===== src/rtl/stereo_audio_serializer.sv =====
// Stereo pair to serial sample serializer: accepts one left/right pair and
// emits left then right on a valid/ready stream with one cycle of latency.
module stereo_audio_serializer #(
  parameter int WIDTH = 32
) (
  input  logic             clk,
  input  logic             reset,
  input  logic             i_valid,
  output logic             i_ready,
  input  logic [WIDTH-1:0] i_left,
  input  logic [WIDTH-1:0] i_right,
  output logic             o_valid,
  input  logic             o_ready,
  output logic             o_is_left,
  output logic [WIDTH-1:0] o_audio
);

  typedef enum logic [1:0] {
    EMPTY = 2'd0,
    LEFT  = 2'd1,
    RIGHT = 2'd2
  } state_t;

  state_t           state_q;
  logic [WIDTH-1:0] right_q;
  logic             in_hs_s;

  // The held left sample lives in o_audio, so only the right half needs storage.
  always_comb begin
    i_ready = 1'b0;
    if (reset) begin
      i_ready = 1'b0;
    end else begin
      case (state_q)
        EMPTY:   i_ready = 1'b1;
        RIGHT:   i_ready = o_ready;
        LEFT:    i_ready = 1'b0;
        default: i_ready = 1'b0;
      endcase
    end
  end

  assign in_hs_s = i_valid && i_ready;

  always_ff @(posedge clk) begin
    if (reset) begin
      state_q   <= EMPTY;
      o_valid   <= 1'b0;
      o_is_left <= 1'b1;
      o_audio   <= {WIDTH{1'b0}};
      right_q   <= {WIDTH{1'b0}};
    end else begin
      case (state_q)
        EMPTY: begin
          if (in_hs_s) begin
            state_q   <= LEFT;
            o_valid   <= 1'b1;
            o_is_left <= 1'b1;
            o_audio   <= i_left;
            right_q   <= i_right;
          end
        end
        LEFT: begin
          if (o_ready) begin
            state_q   <= RIGHT;
            o_is_left <= 1'b0;
            o_audio   <= right_q;
          end
        end
        RIGHT: begin
          if (o_ready) begin
            if (in_hs_s) begin
              // Next pair enters directly behind the outgoing right sample.
              state_q   <= LEFT;
              o_valid   <= 1'b1;
              o_is_left <= 1'b1;
              o_audio   <= i_left;
              right_q   <= i_right;
            end else begin
              state_q   <= EMPTY;
              o_valid   <= 1'b0;
              o_is_left <= 1'b1;
            end
          end
        end
        default: begin
          state_q   <= EMPTY;
          o_valid   <= 1'b0;
          o_is_left <= 1'b1;
        end
      endcase
    end
  end

endmodule


===== config.mk =====
export PLATFORM = sky130hd
export DESIGN_NAME = stereo_audio_serializer
export DESIGN_NICKNAME = d
export VERILOG_FILES = /design/src/rtl/stereo_audio_serializer.sv
export SDC_FILE = /design/constraint.sdc
export NUM_CORES = 1
export LEC_CHECK = 0
export CAP_MARGIN = 10
export CORE_MARGIN = 10
export CORE_UTILIZATION = 45
export DETAILED_ROUTE_END_ITERATION = 12
export PLACE_DENSITY = 0.85
export SKIP_LAST_GASP = 1
export SLEW_MARGIN = 15
export SYNTH_ARGS = -nofsm -noshare
export SYNTH_HDL_FRONTEND = slang
export SYNTH_SLANG_ARGS = --single-unit

===== constraint.sdc =====
create_clock -name clk -period 2.35 [get_ports clk]
set_clock_uncertainty 0.15 [all_clocks]
set_input_delay 0.5875 -clock clk [delete_from_list [all_inputs] [get_ports clk]]
set_output_delay 0.5875 -clock clk [all_outputs]
set_load 0.01 [all_outputs]

# After elaboration in Yosys (flattened, before gate mapping)
# Index checks and enable logic that the tools add are counted.
[word_totals]
input_bits = 68
ff_bits = 68
word_cells = 40
[classes]
n_reduce_logical = 8
n_eq_ne = 5
n_mux = 21
bitwise = 1
[ops]
columns = ["cell", "count"]
rows = [
  ["32-bit 2-to-1 mux", 5],
  ["32-bit one-hot mux with 3 select lines", 1],
  ["32-bit one-hot mux with 2 select lines", 1],
  ["3-bit AND reduction", 3],
  ["1-bit 2-to-1 mux", 7],
  ["2-bit 2-to-1 mux", 3],
  ["2-bit != test (second input constant)", 3],
  ["1-bit one-hot mux with 3 select lines", 2],
  ["2-bit one-hot mux with 3 select lines", 1],
  ["3-bit nonzero test", 1],
  ["2-bit by 1-bit equality test with 1-bit output (second input constant)", 1],
  ["2-bit equality test (second input constant)", 1],
  ["2-bit logical NOT", 1],
  ["1-bit one-hot mux with 2 select lines", 1],
  ["2-bit AND reduction", 1],
  ["2-bit nonzero test", 1],
  ["1-bit logical AND", 1],
  ["1-bit NOT", 1],
]

# Depth between registers and ports, before layout
# Gate-level depths: netlist of run 1.
[depth]
word_depth = 7
depth_mapped = 8

# Worst setup path before layout of run 1
# Ideal clock, no wire load.
[synth_timing]
kind = "in2reg"
start = "input port reset"
end = "register o_audio[10]"
setup_ns = 0.089
n_path_buf = 3
required_ns = 2.111
arrival_ns = 1.655
cell_stages = 7
path_slack_ns = 0.456
path_cell_list = "clkbuf_1 -> nor4bb_1 -> a211o_1 -> buf_6 -> buf_4 -> nor2_1 -> a311oi_2"
[synth_between]
elab_chain_cells = 5
[synth_lines]
columns = ["element", "line", "rtl"]
rows = [
  ["start: declaration", "7", "input logic reset,"],
  ["1-bit 2-to-1 mux", "31", "if (reset) begin"],
  ["1-bit logical AND", "43", "assign in_hs_s = i_valid && i_ready;"],
  ["32-bit 2-to-1 mux (2 in series)", "n/a", ""],
  ["32-bit one-hot mux with 3 select lines", "n/a", ""],
  ["end signal: assignment", "50", "o_audio <= {WIDTH{1'b0}};"],
  ["end signal: assignment", "59", "o_audio <= i_left;"],
  ["end signal: assignment", "67", "o_audio <= right_q;"],
  ["end: declaration", "15", "output logic [WIDTH-1:0] o_audio"],
]
# Parallel ways exist; a longest one is shown, timed or not. The select of a mux whose other input is x is not followed.
# A chain may end at the register's enable or synchronous reset.

# Worst setup path in the final report of run 1
[layout_timing]
start = "input port o_ready"
end = "output port i_ready"
[layout_between]
elab_chain_cells = 2
[layout_lines]
columns = ["element", "line", "rtl"]
rows = [
  ["start: declaration", "13", "input logic o_ready,"],
  ["1-bit one-hot mux with 2 select lines", "34", "case (state_q)"],
  ["1-bit 2-to-1 mux", "31", ""],
  ["end: declaration", "9", "output logic i_ready,"],
]
# Every way passes these cells.

==> results of run 1 <==
Yosys cell counts (all sizes together):
library cell / instances / area [sq um]
nor4bb: 1 / 10.0
a2bb2oi: 1 / 8.76
clkbuf: 18 / 67.6
and3: 1 / 6.26
nand2: 128 / 480
and2: 1 / 6.26
nand2b: 3 / 18.8
o21ai: 1 / 5.00
nand3: 1 / 5.00
nor2b: 2 / 12.5
dfxtp: 68 / 1360
mux2i: 1 / 10.0
a22oi: 1 / 7.51
nor4b: 1 / 8.76
a311oi: 32 / 480
nand3b: 1 / 7.51
a21oi: 32 / 160
nor2: 40 / 150
o22a: 1 / 8.76
a211o: 1 / 8.76
buf: 14 / 119
per-stage QoR:
step	power (mW)	setup WS (ns)	std cells	hold WS, ns	area, sq um
5_1_grt	3.10	0.0151	531	0.326	4290
3_3_place_gp	1.93	-0.207	515	0.292	4070
6_report	2.97	0.0653	531	0.306	4290
3_5_place_dp	1.95	-0.224	515	0.297	4070
2_1_floorplan	1.64	0.456	349	0.287	2940
4_1_cts	2.99	0.0187	531	0.307	4280
area by class of cell:
class | instances | area share
multi-input cells | 249 | 0.328
flip-flops and latches | 68 | 0.317
repair buffers | 121 | 0.282
clock buffers | 11 | 0.0330
well taps | 77 | 0.0225
clock inverters | 5 | 0.0175
cell families after synthesis:
logic type      share of synthesized area
compound gates                      0.231
buf+inv                            0.0633
flops                               0.463
mux                               0.00340
simple gates                        0.240
sequential cells by signal, summed over array words and instances, names as in the netlist:
| signal | cells |
|---|---|
| state_q | 2 |
| right_q | 32 |
| o_audio | 32 |
| o_is_left | 1 |
| o_valid | 1 |
metal layers:
metal	wire length, um	up-vias
met1	3230	1279
met3	506	6
met4	85	0
met2	4180	62
li1	-	1368
met5	0	-
worst max-delay path by stage:
stage,end,slack [ns],cells after the start
floorplan,o_audio[10]$_SDFFE_PP0P_,0.46,7
global placement,i_ready,-0.21,4
detailed placement,i_ready,-0.22,4
CTS,i_ready,0.02,4
global route,i_ready,0.02,4
finish,i_ready,0.07,4
critical path: stages:
cell	delay, ns
clkdlybuf4s50_1	0.48
nand2b_4	0.13
and2_1	0.11
clkdlybuf4s15_1	0.24
timing repair:
action                     CTS  global route
hold endpoints to repair     0             0
gates resized for setup      1             2
setup endpoints to repair    1             1
hold buffers                 0             0
report_power, final:
group          switching, mW  internal (mW)  total [mW]
combinational          0.283          0.346       0.629
sequential            0.0467           1.24        1.29
clock                  0.427          0.622        1.05
==> results.yml, run 1 <==
detailed_routing:
  drc: 0
  detail_route.wl_per_cell_um: 15.1
  drtAntennaViolNets: 0
  via_count: 2715
  drt_iter0_drc: 105
  dr.pass1.iters: 4
  routed_wl_mm: 8.00
  viasPerCell: 5.11
setup_path:
  rrSetupSlack_ns: 0.56
  path_max_fanout: 2
  rr_worst_depth: 5
  startpoint_type: "input pin"
  r2r-start: "state_q[1]$_SDFFE_PP0P_"
  arrival_ns: 1.55
  r2r_end: "o_audio[19]$_SDFFE_PP0P_"
  cp-startpoint: "o_ready"
  required_ns: 1.61
  end_kind: "output port"
  crit_type: "input pin to output port"
job:
  maxCapViolations: 0
sta:
  fin_crit_ns: 2.28
  setup_viol: 0
  maxSlewViolCount: 0
  post-route-period-util: 0.972
  max_slew_margin: 0.440
  worst_pin_slew_ns: 0.840
  hold_viol: 0
  rsz0062_at_grt: "no"
  max_freq_mhz: 438
  fin_setup_tns_ns: 0
logic_synthesis:
  syn_area_sq_um: 2940
  yosysWarnings: 0
  avgSynthCellArea_sq_um: 8.43
  ys_ff_latch: 68
  synth_nets: 417
  ys_types: 23
  synthCells: 349
  ys_seq_area_frac: 0.463
grt:
  grt_overflow: 0
  grt_max_degree: 66
  grt_pass1_vias: 2775
  grtUsageTotal: 0.157
  use_met2: 0.288
  met3_usage: 0.0412
  grt_busiest_layer: "met2"
  grt_util_met1: 0.162
  antenna_found_initial: 0
  grt_pass1_wl_mm: 12.9
clocking:
  cts_tree: "done"
  h-tree-depth: 3
  cts_buffers: 9
  clk_pin_slew_ns: 0.07
  cts_max_path_buffers: 2
  root_buffer: "clkbuf_8"
  clock_sinks: 68
  worstSkewPairLatency_ns: 0.33
  cts_setup_buffers: 0
die:
  row_count: 29
  start_util: 0.463
  fp.dieArea_sq_um: 10200
  die_h_um: 101
  die_w_um: 101
  ios: 103
  core_area_sq_um: 6350
worst_hold_path:
  whs_path_depth: 2
  hold_end: "right_q[19]$_SDFFE_PP0P_"
  min_path_type: "register to register"
  min-delay-start: "right_q[19]$_SDFFE_PP0P_"
pwr:
  powerDensity_nw_per_um2: 691
  leakage_nw: 1.58
  ir_drop_uv: 521
layout:
  multiInputGateArea_sq_um: 1410
  final_core_util: 0.675
  area_delta_synth_final_pct: 45.7
  fillers: 529
  final_nets: 517
  drive_gt1_frac: 0.154
  antenna_cells: 0
  final_common_cell: "nand2_1"
  seq_area_sq_um: 1360
  layout_common_cells: "nand2_1, clkdlybuf4s50_1, dfxtp_1"
placed_design:
  place.detailed.hpwl_mm: 5.64
  portBuffers: 102
  gp_congestion: 0.765
outcome:
  status: "complete, no violations"
(Power assumes the default switching activity.)
==> inputs of run 2 (changes only) <==
Settings changed: GPL_ROUTABILITY_DRIVEN from default to 0.
==> results of run 2 <==
Final layout, timing and power as in run 1 (identical DEF).
==> inputs of run 3 (changes only) <==
Settings changed: CTS_BUF_LIST from default to sky130_fd_sc_hd__clkbuf_16, PLACE_DENSITY 0.85 to 0.8, SLEW_MARGIN 15 to 20.
==> run 3 against run 2 <==
Global-route usage about the same. Combinational power is 3% lower. Die area stayed put. Critical path depth stayed put. Largest cell class unchanged.
==> results.yml, run 3 (synthesis gave the netlist of run 1 again) <==
outcome:
  status: "complete, no violations"
grt:
  grt_max_degree: 66
  grt_pass1_vias: 2668
  antenna_found_initial: 0
  grtUsageTotal: 0.157
  grt_overflow: 0
  grt_pass1_wl_mm: 12.8
setup_path:
  r2r_end: "o_audio[14]$_SDFFE_PP0P_"
  rr_worst_depth: 5
  setup.worst_path.end: "i_ready"
  cp-startpoint: "o_ready"
  required_ns: 1.61
  r2r-start: "state_q[1]$_SDFFE_PP0P_"
  rrSetupSlack_ns: 0.60
  end_kind: "output port"
  arrival_ns: 1.54
  path_max_fanout: 2
  startpoint_type: "input pin"
  crit_type: "input pin to output port"
sta:
  setup_viol: 0
  rsz0062_at_grt: "no"
  hold_viol: 0
  max_slew_margin: 0.417
  max_freq_mhz: 438
  maxSlewViolCount: 0
  post-route-period-util: 0.971
  worst_pin_slew_ns: 0.874
  fin_crit_ns: 2.28
die:
  start_util: 0.463
  row_count: 29
  fp.dieArea_sq_um: 10200
  die_h_um: 101
  die_w_um: 101
  core_area_sq_um: 6350
  ios: 103
placed_design:
  portBuffers: 102
  dpl.cell_count: 510
  place.detailed.hpwl_mm: 5.67
clocking:
  cts_resized: 1
  clock_sinks: 68
  holdBufCountCts: 0
  root_buffer: "clkbuf_16"
  clk_pin_slew_ns: 0.06
  cts_max_path_buffers: 2
  cts_tree: "done"
  cts_setup_buffers: 0
  h-tree-depth: 3
  worstSkewPairLatency_ns: 0.32
  cts_buffers: 9
layout:
  final_cells: 526
  final_nets: 512
  fillers: 503
  layout_common_cells: "nand2_1, clkdlybuf4s50_1, dfxtp_1"
  area_delta_synth_final_pct: 47.6
  multiInputGateArea_sq_um: 1400
  drive_gt1_frac: 0.140
  final_common_cell: "nand2_1"
  top_regs: "o_audio x32, right_q x32, state_q x2"
  seq_area_sq_um: 1360
  antenna_cells: 0
detailed_routing:
  drtAntennaViolNets: 0
  drc: 0
  detail_route.wl_per_cell_um: 15.6
  via_count: 2701
  drt_iter0_drc: 100
  viasPerCell: 5.13
  routed_wl_mm: 8.22
  dr.pass1.iters: 4
pwr:
  clkPwrFrac: 0.444
  power_mw: 3.42
  combPwrFrac: 0.179
  p_int_mw: 2.60
  switching_share: 0.239
  leakage_nw: 1.60
  powerDensity_nw_per_um2: 787
  p_switching_mw: 0.816
  seqPwrFrac: 0.377
  ir_drop_uv: 568
worst_hold_path:
  min_path_type: "register to register"
  whs_path_depth: 2
job:
  maxCapViolations: 0
## run 3: metal layers
metal,part of all wire,track usage,vias up
met5,0,0,-
met4,0.015,0.0772,0
met3,0.063,0.0398,9
met2,0.52,0.272,72
met1,0.40,0.174,1250
li1,-,-,1370
## run 3: metrics by stage
stage          cell area, sq um  setup WS, ns  hold WS, ns  TNS [ns]   util
2_1_floorplan              2940         0.456        0.287         0      -
3_3_place_gp               4000        -0.206        0.292    -0.376  0.630
3_5_place_dp               4000        -0.230        0.297     -1.61  0.630
4_1_cts                    4340        0.0288        0.305         0  0.684
5_1_grt                    4340        0.0266        0.318         0  0.684
6_report                   4340        0.0678        0.305         0  0.684
## run 3: worst min-delay path by stage
stage,startpoint,slack (ns),endpoint
floorplan,right_q[0]$_SDFFE_PP0P_,0.29,right_q[0]$_SDFFE_PP0P_
global placement,right_q[0]$_SDFFE_PP0P_,0.29,right_q[0]$_SDFFE_PP0P_
detailed placement,right_q[3]$_SDFFE_PP0P_,0.30,right_q[3]$_SDFFE_PP0P_
CTS,right_q[0]$_SDFFE_PP0P_,0.30,right_q[0]$_SDFFE_PP0P_
global route,right_q[29]$_SDFFE_PP0P_,0.32,right_q[29]$_SDFFE_PP0P_
finish,right_q[16]$_SDFFE_PP0P_,0.31,right_q[16]$_SDFFE_PP0P_
## run 3: power by group through the flow
stage | clock network [mW] | registers, mW | logic [mW]
global placement | 0 | 1.31 | 0.603
CTS | 1.53 | 1.29 | 0.620
floorplan | 0 | 1.34 | 0.301
finish | 1.52 | 1.29 | 0.612
detailed placement | 0 | 1.31 | 0.616
global route | 1.58 | 1.30 | 0.664
## run 3: worst max-delay path: stages
cell	delay, ns
clkdlybuf4s50_1	0.47
nand2b_1	0.11
and2_1	0.13
clkdlybuf4s15_1	0.25
## run 3: area by class of cell
class | count | share of cell area
clock inverter | 7 | 0.0265
timing repair buffer | 116 | 0.264
sequential | 68 | 0.313
tap | 77 | 0.0222
multi-input combinational | 249 | 0.322
clock buffer | 9 | 0.0519
